**src/rtl/map_read_arbiter.sv**
```systemverilog
// Read-port arbiter for the 64x80 pacman map memory.
// Video has fixed priority; other ports share round-robin with a starvation override.
module map_read_arbiter #(
    parameter int NUM_REQ    = 3,
    parameter int RD_LAT     = 1,
    parameter int MAP_ROWS   = 60,
    parameter int STARVE_MAX = 8
) (
    input  logic                   clka,
    input  logic                   rst_n,
    input  logic [NUM_REQ-1:0]     req,
    input  logic [NUM_REQ*6-1:0]   req_addr,
    output logic [NUM_REQ-1:0]     gnt,
    output logic [NUM_REQ-1:0]     rvalid,
    output logic [79:0]            rdata,
    output logic [5:0]             rom_addra,
    input  logic [79:0]            rom_douta
);

    localparam int IDW = (NUM_REQ > 2) ? $clog2(NUM_REQ) : 1;
    localparam int WW  = $clog2(STARVE_MAX + 1);

    localparam logic [IDW-1:0] FIRST_LOW = IDW'(1);
    localparam logic [IDW-1:0] LAST_LOW  = IDW'(NUM_REQ - 1);
    localparam logic [WW-1:0]  WAIT_SAT  = WW'(STARVE_MAX);
    localparam logic [WW-1:0]  WAIT_ONE  = WW'(1);
    localparam logic [6:0]     ROWS_LIM  = 7'(MAP_ROWS);

    typedef struct packed {
        logic           valid;
        logic [IDW-1:0] id;
        logic           oob;
    } tag_t;

    logic [5:0]     rom_addra_q, rom_addra_d;
    logic [IDW-1:0] rr_ptr_q, rr_ptr_d;
    logic [WW-1:0]  wait_q, wait_d;
    tag_t           tag_q [RD_LAT+1];
    tag_t           tag_d [RD_LAT+1];

    logic           hi_found, lo_found, cand_found;
    logic [IDW-1:0] hi_id, lo_id, cand_id;
    logic [NUM_REQ-1:0] grant_raw;
    logic           grant_low;
    logic [IDW-1:0] grant_id;
    logic [5:0]     addr_sel;
    logic           low_req;

    // Round-robin candidate: first requester at/after rr_ptr, else first below it
    always_comb begin
        hi_found = 1'b0;
        lo_found = 1'b0;
        hi_id    = FIRST_LOW;
        lo_id    = FIRST_LOW;
        for (int i = NUM_REQ - 1; i >= 1; i--) begin
            if (req[i] && (IDW'(i) >= rr_ptr_q)) begin
                hi_found = 1'b1;
                hi_id    = IDW'(i);
            end
            if (req[i] && (IDW'(i) < rr_ptr_q)) begin
                lo_found = 1'b1;
                lo_id    = IDW'(i);
            end
        end
        cand_found = hi_found | lo_found;
        cand_id    = hi_found ? hi_id : lo_id;
    end

    // Grant selection: starved low port, then video, then low port
    always_comb begin
        grant_raw = '0;
        grant_low = 1'b0;
        grant_id  = '0;
        if (cand_found && (wait_q >= WAIT_SAT)) begin
            grant_raw[cand_id] = 1'b1;
            grant_low          = 1'b1;
            grant_id           = cand_id;
        end else if (req[0]) begin
            grant_raw[0] = 1'b1;
        end else if (cand_found) begin
            grant_raw[cand_id] = 1'b1;
            grant_low          = 1'b1;
            grant_id           = cand_id;
        end
        addr_sel = '0;
        for (int i = 0; i < NUM_REQ; i++) begin
            if (grant_raw[i]) begin
                addr_sel = req_addr[i*6 +: 6];
            end
        end
        gnt = rst_n ? grant_raw : '0;
    end

    // Next-state for address, pointer, starvation counter and tag pipeline
    always_comb begin
        low_req     = |req[NUM_REQ-1:1];
        rom_addra_d = (|grant_raw) ? addr_sel : rom_addra_q;
        rr_ptr_d    = rr_ptr_q;
        if (grant_low) begin
            rr_ptr_d = (cand_id == LAST_LOW) ? FIRST_LOW : cand_id + FIRST_LOW;
        end
        if (grant_low) begin
            wait_d = '0;
        end else if (low_req) begin
            wait_d = (wait_q >= WAIT_SAT) ? WAIT_SAT : wait_q + WAIT_ONE;
        end else begin
            wait_d = '0;
        end
        tag_d[0].valid = |grant_raw;
        tag_d[0].id    = grant_id;
        tag_d[0].oob   = ({1'b0, addr_sel} >= ROWS_LIM);
        for (int k = 1; k <= RD_LAT; k++) begin
            tag_d[k] = tag_q[k-1];
        end
    end

    // State registers; reset drops every in-flight tag
    always_ff @(posedge clka or negedge rst_n) begin
        if (!rst_n) begin
            rom_addra_q <= '0;
            rr_ptr_q    <= FIRST_LOW;
            wait_q      <= '0;
            for (int k = 0; k <= RD_LAT; k++) begin
                tag_q[k] <= '0;
            end
        end else begin
            rom_addra_q <= rom_addra_d;
            rr_ptr_q    <= rr_ptr_d;
            wait_q      <= wait_d;
            for (int k = 0; k <= RD_LAT; k++) begin
                tag_q[k] <= tag_d[k];
            end
        end
    end

    // Return path: tag at the end of the line lines up with douta
    always_comb begin
        rom_addra = rom_addra_q;
        rvalid    = '0;
        if (tag_q[RD_LAT].valid) begin
            rvalid[tag_q[RD_LAT].id] = 1'b1;
        end
        rdata = tag_q[RD_LAT].oob ? '1 : rom_douta;
    end

endmodule
```
**config.mk**
```make
export PLATFORM = sky130hd
export DESIGN_NAME = map_read_arbiter
export DESIGN_NICKNAME = d
export VERILOG_FILES = /design/src/rtl/map_read_arbiter.sv
export SDC_FILE = /design/constraint.sdc
export NUM_CORES = 1
export LEC_CHECK = 0
export ABC_CLOCK_PERIOD_IN_PS = 1450
export BUFFER_PORTS_ARGS = -buffer_cell sky130_fd_sc_hd__buf_2
export CORE_ASPECT_RATIO = 0.9
export CORE_MARGIN = 4
export CORE_UTILIZATION = 28
export CTS_BUF_LIST = sky130_fd_sc_hd__clkbuf_4 sky130_fd_sc_hd__clkbuf_8 sky130_fd_sc_hd__clkbuf_16
export CTS_CLUSTER_SIZE = 10
export DETAILED_ROUTE_END_ITERATION = 10
export GPL_ROUTABILITY_DRIVEN = 0
export MAX_ROUTING_LAYER = met4
export PLACE_DENSITY = 0.81
export SYNTH_ARGS = -nofsm -noshare
export SYNTH_HDL_FRONTEND = slang
export SYNTH_SLANG_ARGS = --single-unit
```
**constraint.sdc**
```tcl
create_clock -name clka -period 1.45 [get_ports clka]
set_input_delay 0.29 -clock clka [delete_from_list [all_inputs] [get_ports clka]]
set_output_delay 0.29 -clock clka [all_outputs]
set_load 0.1 [all_outputs]
```
==> summary by stage <==
Setup path
The critical path class is flip-flop to primary output. In this run the register-to-register setup slack is -0.17 ns. The delay of the slowest cell on the worst path is 0.54 ns. The data arrival time of the worst path is 1.41 ns. The critical path goes through nand2b_4 -> o211a_4 -> and2_4 -> buf_12.

The critical path crosses 4 cells after its start point. The endpoint identified for the worst register-to-register timing path is rom_addra[3]. The category of cells accounting for the largest share of critical-path delay is flip-flops. The critical path launch point is rr_ptr_q[0].

Data on the critical path is required at its endpoint by 1.16 ns. STA classifies the critical path startpoint as a flip-flop. Among all stages on the critical path, the largest delay is contributed by sky130_fd_sc_hd__dfstp_2. The critical path capture point is gnt[1]. The reg-to-reg startpoint is rr_ptr_q[0]. Counting cells, the worst reg-to-reg path comes to 6.

The endpoint class of the critical path is a primary output. Together, buffers and inverters on the worst path number 1. Of all nets on the critical path, the largest fanout is 2.

Route
In the routed design, unresolved DRC markers number 0. The count of nets left with antenna violations once routing finished came out at 0. Dividing the detail-routed wire length by the instance count gives 18.3 um. Dividing the detail-routed via count by the number of cells gives 4.66.

The routed via count is 2032. The pre-antenna-repair detailed-routing pass consisted of 5 iterations. In this run, the number of DRC markers left after iteration 0 of detailed routing was 56. The total wire length is 8.00 mm.

Clock tree
The hold-fix buffer count after cts is 0. Clock-pin slew was measured on the worst setup and hold paths at 0.07 ns. The number of clock buffers added by TritonCTS is 3. The root buffer cell chosen for the clock tree is sky130_fd_sc_hd__clkbuf_8. The clock passes through at most 2 buffers. CTS built an H-tree with a depth of 1. The clock net in this run drives a total of 20 sinks. TritonCTS built the clock tree. The worst-skew pair later-pin latency is 0.27 ns.

Timing
The final hold violation count is 0. Setup repair after global routing could not meet its margin everywhere. The final critical delay including setup and external delays is 1.70 ns. The final worst clock skew is 0.00171 ns. The slew at the pin closest to its max-slew limit is 0.506 ns.

The worst hold margin is 0.00530 ns. The final sum of negative setup slack is -18.44 ns. The minimum setup slack in the final design is -0.249 ns.

The final clock period utilization by the worst path is 117%. The maximum clock rate is 0.589 GHz. In this run the tightest slew margin relative to its limit is 65.9%.

The count of final setup violators is 89. The final count of pins violating max slew came to 0.

Power and ir drop
The cell area power density is 894 nW/um^2. The worst-case IR drop observed on VDD is 0.675 mV. The standby leakage power is 2.12 nW.

GRT
The number of global-route vias before repair was 2144. The first-pass GRT wire length is 12.1 mm. Entering global routing, the biggest net connects 30 pins. The initial antenna violation count is 0. Global routing used 24.5% of the available tracks across all layers. Summed over all layers, the global routing overflow is 0.

Floorplanning
The core box area is 4890 sq um. From bottom edge to top edge, the die measures 76.0 um. The die outline area is 6350 sq um. The cell row count is 24.

During I/O placement, the number of pins put on the boundary was 195. The die outline width is 83.6 um. The initial core utilization is 29.4%.

Finish
The post-route netlist has 86.0% of its cells at a drive strength greater than 1. The final design instance area without fill is 4110 sq um. From synthesis to final layout, the design area changed by 186%. After the last flow step, the layout net total stands at 477.

The count of inserted antenna diode cells is 0.

Status
The flow ran to the end, but the final reports show violations. The checks that failed: negative setup slack.

Synthesis
The mean instance size in the synthesized netlist is 8.72 sq um. The synthesized cell area is 1440 sq um. The number of synthesized register bits is 20. Counting every instance in the synthesized netlist gives 165. The unique cell type count in the Yosys netlist is 29. When the netlist entered floorplanning its net count stood at 270. For this run, the number of Yosys warnings is 0.

The part of the Yosys area used for sequential elements is 34.9%.

Worst hold path
The tightest min-delay check is of the input pin to async pin type.

Placement
Summing all placed instances gives a cell area of 3880 sq um. The quantity of I/O buffers inserted on ports is 194. Timing analysis after detailed placement gives a worst setup slack of -0.0893 ns. The HPWL after detailed placement is 6.53 mm.

Flow run
The count of maximum capacitance violations is 0.
==> stage by stage <==
stage	util, %	std cells	total power [mW]
after detailed placement	79.2	428	3.05
after global placement	79.2	428	3.01
after floorplan	-	165	2.11
after global routing	84.0	436	3.77
final	84.0	436	3.68
after CTS	83.2	434	3.65
==> worst min-delay path by stage <==
stage / startpoint / end / slack, ns / cells after the start
2_1_floorplan: rst_n / rom_addra[0] / -0.006 / 0
4_1_cts: rst_n / rom_addra[2] / 0.005 / 2
3_3_place_gp: rst_n / wait_q[3] / 0.27 / 2
6_report: rst_n / rom_addra[2] / 0.005 / 2
3_5_place_dp: rst_n / wait_q[3] / 0.28 / 2
5_1_grt: rst_n / rom_addra[5] / 0.01 / 2
==> power by group <==
group,internal (mW),switching [mW],total [mW],leakage [nW]
combinational,0.876,1.60,2.48,1.84
sequential,0.600,0.0319,0.632,0.244
clock,0.369,0.196,0.565,0.0357
==> state kept, by name, indices dropped and copies added, names as in the netlist <==
name / count
rom_addra: 6
tag_d: 4
tag_q: 4
wait_q: 4
rr_ptr_q: 2
==> cells by family after synthesis <==
logic type                 after synthesis  share of synthesized area (%)
buffers and inverters                   15                           4.00
and+or+nand+nor                        114                           49.2
AOI/OAI and AO/OA                       13                           9.57
DFF                                     20                           34.9
adders and majority gates                2                           1.74
xor gates and xnor gates                 1                          0.609
==> synth_stat cells <==
| cell | number | area [sq um] |
|---|---|---|
| sky130_fd_sc_hd__nor2_1 | 8 | 30.0 |
| sky130_fd_sc_hd__a21o_1 | 1 | 7.51 |
| sky130_fd_sc_hd__buf_2 | 1 | 5.00 |
| sky130_fd_sc_hd__nor3b_1 | 1 | 7.51 |
| sky130_fd_sc_hd__and3_2 | 5 | 37.5 |
| sky130_fd_sc_hd__ha_1 | 2 | 25.0 |
| sky130_fd_sc_hd__xnor2_1 | 1 | 8.76 |
| sky130_fd_sc_hd__nand3_1 | 1 | 5.00 |
| sky130_fd_sc_hd__o211a_1 | 1 | 10.0 |
| sky130_fd_sc_hd__inv_1 | 6 | 22.5 |
| sky130_fd_sc_hd__nor3_1 | 1 | 5.00 |
| sky130_fd_sc_hd__and2_2 | 1 | 7.51 |
| sky130_fd_sc_hd__nor4_2 | 1 | 12.5 |
| sky130_fd_sc_hd__nor2b_4 | 1 | 13.8 |
| sky130_fd_sc_hd__a211oi_4 | 1 | 20.0 |
| sky130_fd_sc_hd__or2b_1 | 2 | 15.0 |
| sky130_fd_sc_hd__and2_1 | 1 | 6.26 |
| sky130_fd_sc_hd__or2_2 | 80 | 500 |
| sky130_fd_sc_hd__nand2b_1 | 1 | 6.26 |
| sky130_fd_sc_hd__nand2_1 | 8 | 30.0 |
| sky130_fd_sc_hd__clkbuf_1 | 8 | 30.0 |
| sky130_fd_sc_hd__o21ai_0 | 3 | 15.0 |
| sky130_fd_sc_hd__dfrtp_1 | 19 | 475 |
| sky130_fd_sc_hd__and3b_1 | 2 | 17.5 |
| sky130_fd_sc_hd__nand2b_4 | 1 | 13.8 |
| sky130_fd_sc_hd__a221oi_2 | 4 | 60.1 |
| sky130_fd_sc_hd__a222oi_1 | 2 | 20.0 |
| sky130_fd_sc_hd__a21oi_1 | 1 | 5.00 |
| sky130_fd_sc_hd__dfstp_2 | 1 | 26.3 |
==> layer usage <==
metal	wire [um]	GRT usage [%]
met1	2570	23.8
met2	4650	49.2
met3	600	4.32
met4	177	6.11
met5	0	-
==> area by class of cell <==
cell class | instances | area (sq um)
fillers | 261 | 782
clock inverters | 1 | 30.0
flip-flops and latches | 20 | 504
multi-input cells | 130 | 1000
well taps | 65 | 81.3
clock buffers | 3 | 41.3
repair buffers | 211 | 2430
inverters | 6 | 22.5
==> cells in the final DEF, fill, tap and decap left out <==
cell type	Yosys	routed
sky130_fd_sc_hd__buf_12	0	87
sky130_fd_sc_hd__and3_2	5	4
sky130_fd_sc_hd__nand2b_4	1	2
sky130_fd_sc_hd__o21ai_4	0	1
sky130_fd_sc_hd__and3_4	0	1
sky130_fd_sc_hd__nor2b_4	1	1
sky130_fd_sc_hd__nor3b_4	0	1
sky130_fd_sc_hd__buf_8	0	2
sky130_fd_sc_hd__or2_4	0	12
sky130_fd_sc_hd__nand2_1	8	8
sky130_fd_sc_hd__buf_4	0	12
sky130_fd_sc_hd__a221oi_4	0	4
sky130_fd_sc_hd__buf_2	1	107
sky130_fd_sc_hd__a21oi_1	1	1
sky130_fd_sc_hd__buf_6	0	3
sky130_fd_sc_hd__a222oi_1	2	2
sky130_fd_sc_hd__or2b_1	2	2
sky130_fd_sc_hd__a21o_1	1	1
sky130_fd_sc_hd__dfrtp_2	0	2
sky130_fd_sc_hd__clkbuf_8	0	3
sky130_fd_sc_hd__bufinv_16	0	1
sky130_fd_sc_hd__and3b_2	0	2
sky130_fd_sc_hd__inv_1	6	6
sky130_fd_sc_hd__nor2_1	8	8
sky130_fd_sc_hd__or2_2	80	68
sky130_fd_sc_hd__nor3_1	1	1
sky130_fd_sc_hd__dfrtp_1	19	17
sky130_fd_sc_hd__xnor2_1	1	1
sky130_fd_sc_hd__a211oi_4	1	1
sky130_fd_sc_hd__o21ai_0	3	2
sky130_fd_sc_hd__o211a_4	0	1
sky130_fd_sc_hd__nand3_1	1	1
sky130_fd_sc_hd__dfstp_2	1	1
sky130_fd_sc_hd__and2_4	0	2
sky130_fd_sc_hd__nor4_2	1	1
sky130_fd_sc_hd__ha_1	2	2
==> timing repair <==
item / in CTS / in global routing
resized for setup: 23 / 8
pin swaps: 11 / 5
setup endpoints to repair: 88 / 92
setup buffers: 2 / 2
Power figures use the tool's default switching activity.
